`src/rtl/teachee_io_pkg.sv`:
```
// Shared I/O definitions for the board-level pin handling blocks.
package teachee_io_pkg;

   typedef enum logic [1:0] {
      RELEASED        = 2'd0,
      PRESS_PENDING   = 2'd1,
      PRESSED         = 2'd2,
      RELEASE_PENDING = 2'd3
   } btn_state_t;

   localparam int unsigned SYSCLK_HZ              = 12000000;
   // 1 ms stability window and 1 s hold time at SYSCLK_HZ
   localparam int unsigned BTN_DEBOUNCE_DEFAULT   = SYSCLK_HZ / 1000;
   localparam int unsigned BTN_LONG_PRESS_DEFAULT = SYSCLK_HZ;

endpackage

```
`src/rtl/button_events_bit_sync.sv`:
```
// Two-flop synchronizer for asynchronous input pins; reusable for any width.
module bit_sync #(
   parameter int unsigned WIDTH = 1
) (
   input  logic             clk,
   input  logic             rst_n,
   input  logic [WIDTH-1:0] d,
   output logic [WIDTH-1:0] q
);

   logic [WIDTH-1:0] meta_q;
   logic [WIDTH-1:0] sync_q;

   // Two-stage capture of the asynchronous pin.
   always_ff @(posedge clk or negedge rst_n) begin
      if (!rst_n) begin
         meta_q <= '0;
         sync_q <= '0;
      end else begin
         meta_q <= d;
         sync_q <= meta_q;
      end
   end

   assign q = sync_q;

endmodule

```
`src/rtl/button_events.sv`:
```
// Push-button debouncer producing press / release / long-press pulses and a
// wrapping press counter. All outputs are registered.
module button_events
   import teachee_io_pkg::*;
#(
   parameter int unsigned DEBOUNCE_CYCLES   = BTN_DEBOUNCE_DEFAULT,
   parameter int unsigned LONG_PRESS_CYCLES = BTN_LONG_PRESS_DEFAULT
) (
   input  logic       sysclk,
   input  logic       rst_n,
   input  logic       btn,
   output logic       btn_level,
   output logic       press,
   // "release" is a reserved word in SystemVerilog, hence the suffix
   output logic       release_pulse,
   output logic       long_press,
   output logic [7:0] press_count,
   output btn_state_t dbg_state
);

   localparam int unsigned DEB_W  = $clog2(DEBOUNCE_CYCLES + 1);
   localparam int unsigned HOLD_W = $clog2(LONG_PRESS_CYCLES + 1);
   localparam logic [DEB_W-1:0]  DEB_LAST  = DEB_W'(DEBOUNCE_CYCLES - 1);
   localparam logic [HOLD_W-1:0] HOLD_LAST = HOLD_W'(LONG_PRESS_CYCLES - 1);
   localparam logic [HOLD_W-1:0] HOLD_MAX  = '1;

   logic              btn_s;
   btn_state_t        state_q, state_d;
   logic [DEB_W-1:0]  deb_q, deb_d;
   logic [HOLD_W-1:0] hold_q, hold_d;
   logic              long_done_q, long_done_d;
   logic              level_q, level_d;
   logic              press_q, press_d;
   logic              release_q, release_d;
   logic              long_q, long_d;
   logic [7:0]        count_q, count_d;

   bit_sync #(.WIDTH(1)) u_sync (
      .clk   (sysclk),
      .rst_n (rst_n),
      .d     (btn),
      .q     (btn_s)
   );

   // Next-state logic: debounce FSM, hold timer and event pulses.
   always_comb begin
      state_d     = state_q;
      deb_d       = deb_q;
      hold_d      = hold_q;
      long_done_d = long_done_q;
      level_d     = level_q;
      press_d     = 1'b0;
      release_d   = 1'b0;
      long_d      = 1'b0;
      count_d     = count_q;

      // The hold timer runs whenever the debounced level is high; it
      // saturates so a very long hold can never re-trigger long_press.
      if (state_q == PRESSED || state_q == RELEASE_PENDING) begin
         if (hold_q == HOLD_LAST && !long_done_q) begin
            long_d      = 1'b1;
            long_done_d = 1'b1;
         end
         if (hold_q != HOLD_MAX) begin
            hold_d = hold_q + 1'b1;
         end
      end

      case (state_q)
         RELEASED: begin
            if (btn_s) begin
               state_d = PRESS_PENDING;
               deb_d   = '0;
            end
         end
         PRESS_PENDING: begin
            if (!btn_s) begin
               state_d = RELEASED;
            end else if (deb_q == DEB_LAST) begin
               state_d     = PRESSED;
               level_d     = 1'b1;
               press_d     = 1'b1;
               count_d     = count_q + 8'd1;
               hold_d      = '0;
               long_done_d = 1'b0;
            end else begin
               deb_d = deb_q + 1'b1;
            end
         end
         PRESSED: begin
            if (!btn_s) begin
               state_d = RELEASE_PENDING;
               deb_d   = '0;
            end
         end
         RELEASE_PENDING: begin
            // A bounce back high resumes the press without restarting hold_cnt.
            if (btn_s) begin
               state_d = PRESSED;
            end else if (deb_q == DEB_LAST) begin
               state_d   = RELEASED;
               level_d   = 1'b0;
               release_d = 1'b1;
            end else begin
               deb_d = deb_q + 1'b1;
            end
         end
         default: begin
            state_d = RELEASED;
         end
      endcase
   end

   // State and registered outputs; reset clears everything immediately.
   always_ff @(posedge sysclk or negedge rst_n) begin
      if (!rst_n) begin
         state_q     <= RELEASED;
         deb_q       <= '0;
         hold_q      <= '0;
         long_done_q <= 1'b0;
         level_q     <= 1'b0;
         press_q     <= 1'b0;
         release_q   <= 1'b0;
         long_q      <= 1'b0;
         count_q     <= 8'h00;
      end else begin
         state_q     <= state_d;
         deb_q       <= deb_d;
         hold_q      <= hold_d;
         long_done_q <= long_done_d;
         level_q     <= level_d;
         press_q     <= press_d;
         release_q   <= release_d;
         long_q      <= long_d;
         count_q     <= count_d;
      end
   end

   assign btn_level     = level_q;
   assign press         = press_q;
   assign release_pulse = release_q;
   assign long_press    = long_q;
   assign press_count   = count_q;
   assign dbg_state     = state_q;

endmodule

```
`config.mk`:
```
export PLATFORM = sky130hd
export DESIGN_NAME = button_events
export DESIGN_NICKNAME = d
export VERILOG_FILES = /design/src/rtl/teachee_io_pkg.sv /design/src/rtl/button_events_bit_sync.sv /design/src/rtl/button_events.sv
export SDC_FILE = /design/constraint.sdc
export NUM_CORES = 1
export LEC_CHECK = 0
export ABC_AREA = 1
export CAP_MARGIN = 20
export CORE_UTILIZATION = 45
export CTS_BUF_LIST = sky130_fd_sc_hd__clkbuf_4 sky130_fd_sc_hd__clkbuf_8 sky130_fd_sc_hd__clkbuf_16
export CTS_CLUSTER_SIZE = 10
export DETAILED_ROUTE_END_ITERATION = 6
export PLACE_DENSITY = 0.75
export SLEW_MARGIN = 20
export SYNTH_ARGS = -nofsm -noshare
export SYNTH_HDL_FRONTEND = slang
export SYNTH_SLANG_ARGS = --single-unit
```
`constraint.sdc`:
```
create_clock -name sysclk -period 2.7 [get_ports sysclk]
set_clock_uncertainty 0.2 [all_clocks]
set_input_delay 0.54 -clock sysclk [delete_from_list [all_inputs] [get_ports sysclk]]
set_output_delay 0.54 -clock sysclk [all_outputs]
set_load 0.005 [all_outputs]
```
==> results.tsv <==
metric	value	unit
status	finished, final reports clean	
Slew Limit Fails	0	
Layout Nets	496	
M1 GR Usage	28.2	%
number of synthesized register bits	55	
fin util	51.4	%
Final Critical Period	2.19	ns
Final Hold Viols	0	
grt total ovfl	0	
RSZ-0062 raised after global routing	no	
CP bufs+invs	1	
CTS buffer count	5	
crit share post-route	81.1	%
hold_buf cts	0	
Top delay family on crit path	flip-flops	
largest net degree at the start of global routing	56	
FMAX	457	MHz
FILL cells	730	
drt total wl	7.18	mm
vias in the first global route	2851	
Yosys top cell by area	dfrtp_1	
part of the Yosys area used for sequential elements	40.3	%
Syn-to-layout area delta	9.75	%
Max VDD drop	0.259	mV
Clock Sinks	55	
Non-Filler Instances	590	
power density over the cells	369	mW/mm^2
leak pwr	1.71	nW
Detail Placement HPWL	5.34	mm
All-Layer GR Usage	21.1	%
starting density of the core	46.8	%
TritonCTS clock tree	built	
Crit-path slowest cell	dfrtp_1	
post-detailed-route count of antenna-violating nets	0	
die width	89.1	um
Synthesis Warnings	0	
layer with the highest usage	met2	
DRT Pass-1 Iters	4	
met2 GRT Util	35.0	%
CP endpoint kind	primary output	
Mapped Cells	473	
DRT iter0 DRCs	225	
CTS root buffer	clkbuf_8	
core area	0.00729	mm^2
gpl congestion	0.900	
most common library cell in the layout ignoring fill and taps	nand2_1	
Ant. Diodes	0	
Worst Path Required	1.96	ns
Port Buf Inserts	16	
critical path, cell by cell	clkdlybuf4s50_1	
IO Pins	17	
Max clock buf depth	2	
peak per-stage delay on the critical path	0.57	ns
DIE AREA	0.00793	mm^2
CP arrival	1.45	ns
chip height	89.1	um
met3 Track Usage GR	3.32	%
post-synth top area share	40.3	%
syn avg cell area	7.21	um^2
per-cell routed wire length	12.2	um
Synth Net Count	479	
CP startpoint kind	register	
Yosys cell types	35	
# setup viols final	0	
layout cells sized above 1	10.6	%
number of antenna violations at the first check in global routing	0	
CP Class	register to primary output	
Setup Fix Bufs, Post-CTS	0	
Clk pin slew, worst setup/hold paths	0.11	ns
post_cts resized	0	
commonest cells after routing, fill and taps aside	nand2_1, nor2_1, dfrtp_1	
crit path max fanout	9	
global-route wire length before repair	12.9	mm
Vias/cell	5.08	
Slew headroom	53.5	%
Slew @ Worst Pin	0.698	ns
worst hold margin	0.145	ns
main area contributors after synthesis	dfrtp_1, nand2_1, nor2_1, inv_1, nand3_1	
DP Cell Count	582	
Worst-Skew Late Latency	0.32	ns
Max Cap Viol	0	
Hold Path Class	input port to async pin	
Cell Rows	31	
H-tree levels	2	
TNS Setup	0	ns
synthesized cell area	0.00341	mm^2
Vias	2995	
DRC	0	
-- layer usage --
layer	wire [um]	vias up
met1	3340	1383
met4	127	0
li1	-	1549
met2	3470	53
met3	245	10
met5	0	-
-- registers in the layout, indices dropped and copies added, names as in the netlist, named ones only --
name           flops
hold_q            24
deb_q             14
press_count        8
btn_level          1
dbg_state          1
long_done_q        1
long_press         1
press              1
release_pulse      1
u_sync.meta_q      1
u_sync.q           1
-- stage by stage --
step / cell area [um^2] / power (mW) / setup slack, ns
4_1_cts: 3740 / 1.41 / 0.496
3_3_place_gp: 3650 / 0.911 / 0.602
6_report: 3740 / 1.38 / 0.511
5_1_grt: 3740 / 1.45 / 0.337
3_5_place_dp: 3650 / 0.913 / 0.537
2_1_floorplan: 3410 / 0.887 / 0.851
-- kinds of logic (layout without fill, tap and decap cells) --
family                   count (synthesis)  after routing  share of synthesized area, %
AND/OR/NAND/NOR                        297            297                          40.3
buffers and inverters                   69             87                          8.47
flip-flops                              55             55                          40.3
AO/OA/AOI/OAI                           38             38                          6.93
XOR/XNOR                                11             11                          2.82
adder cells (fa/ha/maj)                  3              3                          1.10
-- area by class of cell --
cell class                      instances  area, um^2  area share (%)
Inverter                               60         225            6.01
Clock buffer                            5        68.8            1.84
Tap cell                               99         124            3.31
Timing Repair Buffer                   19         178            4.74
Clock inverter                          3        26.3           0.702
Sequential cell                        55        1380            36.8
Multi-Input combinational cell        349        1750            46.6
-- synthesized netlist by cell type --
master	n
nand2_1	137
nor2_1	58
dfrtp_1	55
inv_1	52
nand3_1	34
nand4_1	21
nor3_1	14
a21oi_1	11
nor2_2	8
o21ai_0	8
o21ai_2	8
nand2_2	7
xnor2_1	6
o21ai_1	5
xor2_1	5
clkinv_1	4
inv_2	4
nand2_4	4
o21bai_1	4
buf_2	3
ha_1	3
nor2_4	3
nor4_1	3
buf_6	2
clkbuf_1	2
nand3_2	2
nand3b_1	2
a21oi_2	1
buf_1	1
buf_8	1
nand2b_1	1
nand3_4	1
nor3_4	1
o31ai_1	1
or2_2	1
-- where the power goes --
group          leakage (nW)  switching (mW)  internal, mW
registers             0.758          0.0100         0.832
logic                 0.900          0.0387        0.0149
clock network        0.0495           0.293         0.193
total                  1.71           0.341          1.04
-- path summary, 6_finish.rpt --
kind	startpoint	to	slack, ns	cells after the start
max	dbg_state[0]	dbg_state[0]	0.51	1
max reg2reg	deb_q[0]	deb_q[0]	0.54	10
min reg2reg	u_sync.meta_q	u_sync.q	0.17	0
min	rst_n	hold_q[15]	0.15	2
max in group asynchronous	rst_n	deb_q[0]	1.69	2
min in group sysclk	u_sync.meta_q	u_sync.q	0.17	0
No activity file was read; power rests on OpenSTA's default activity.
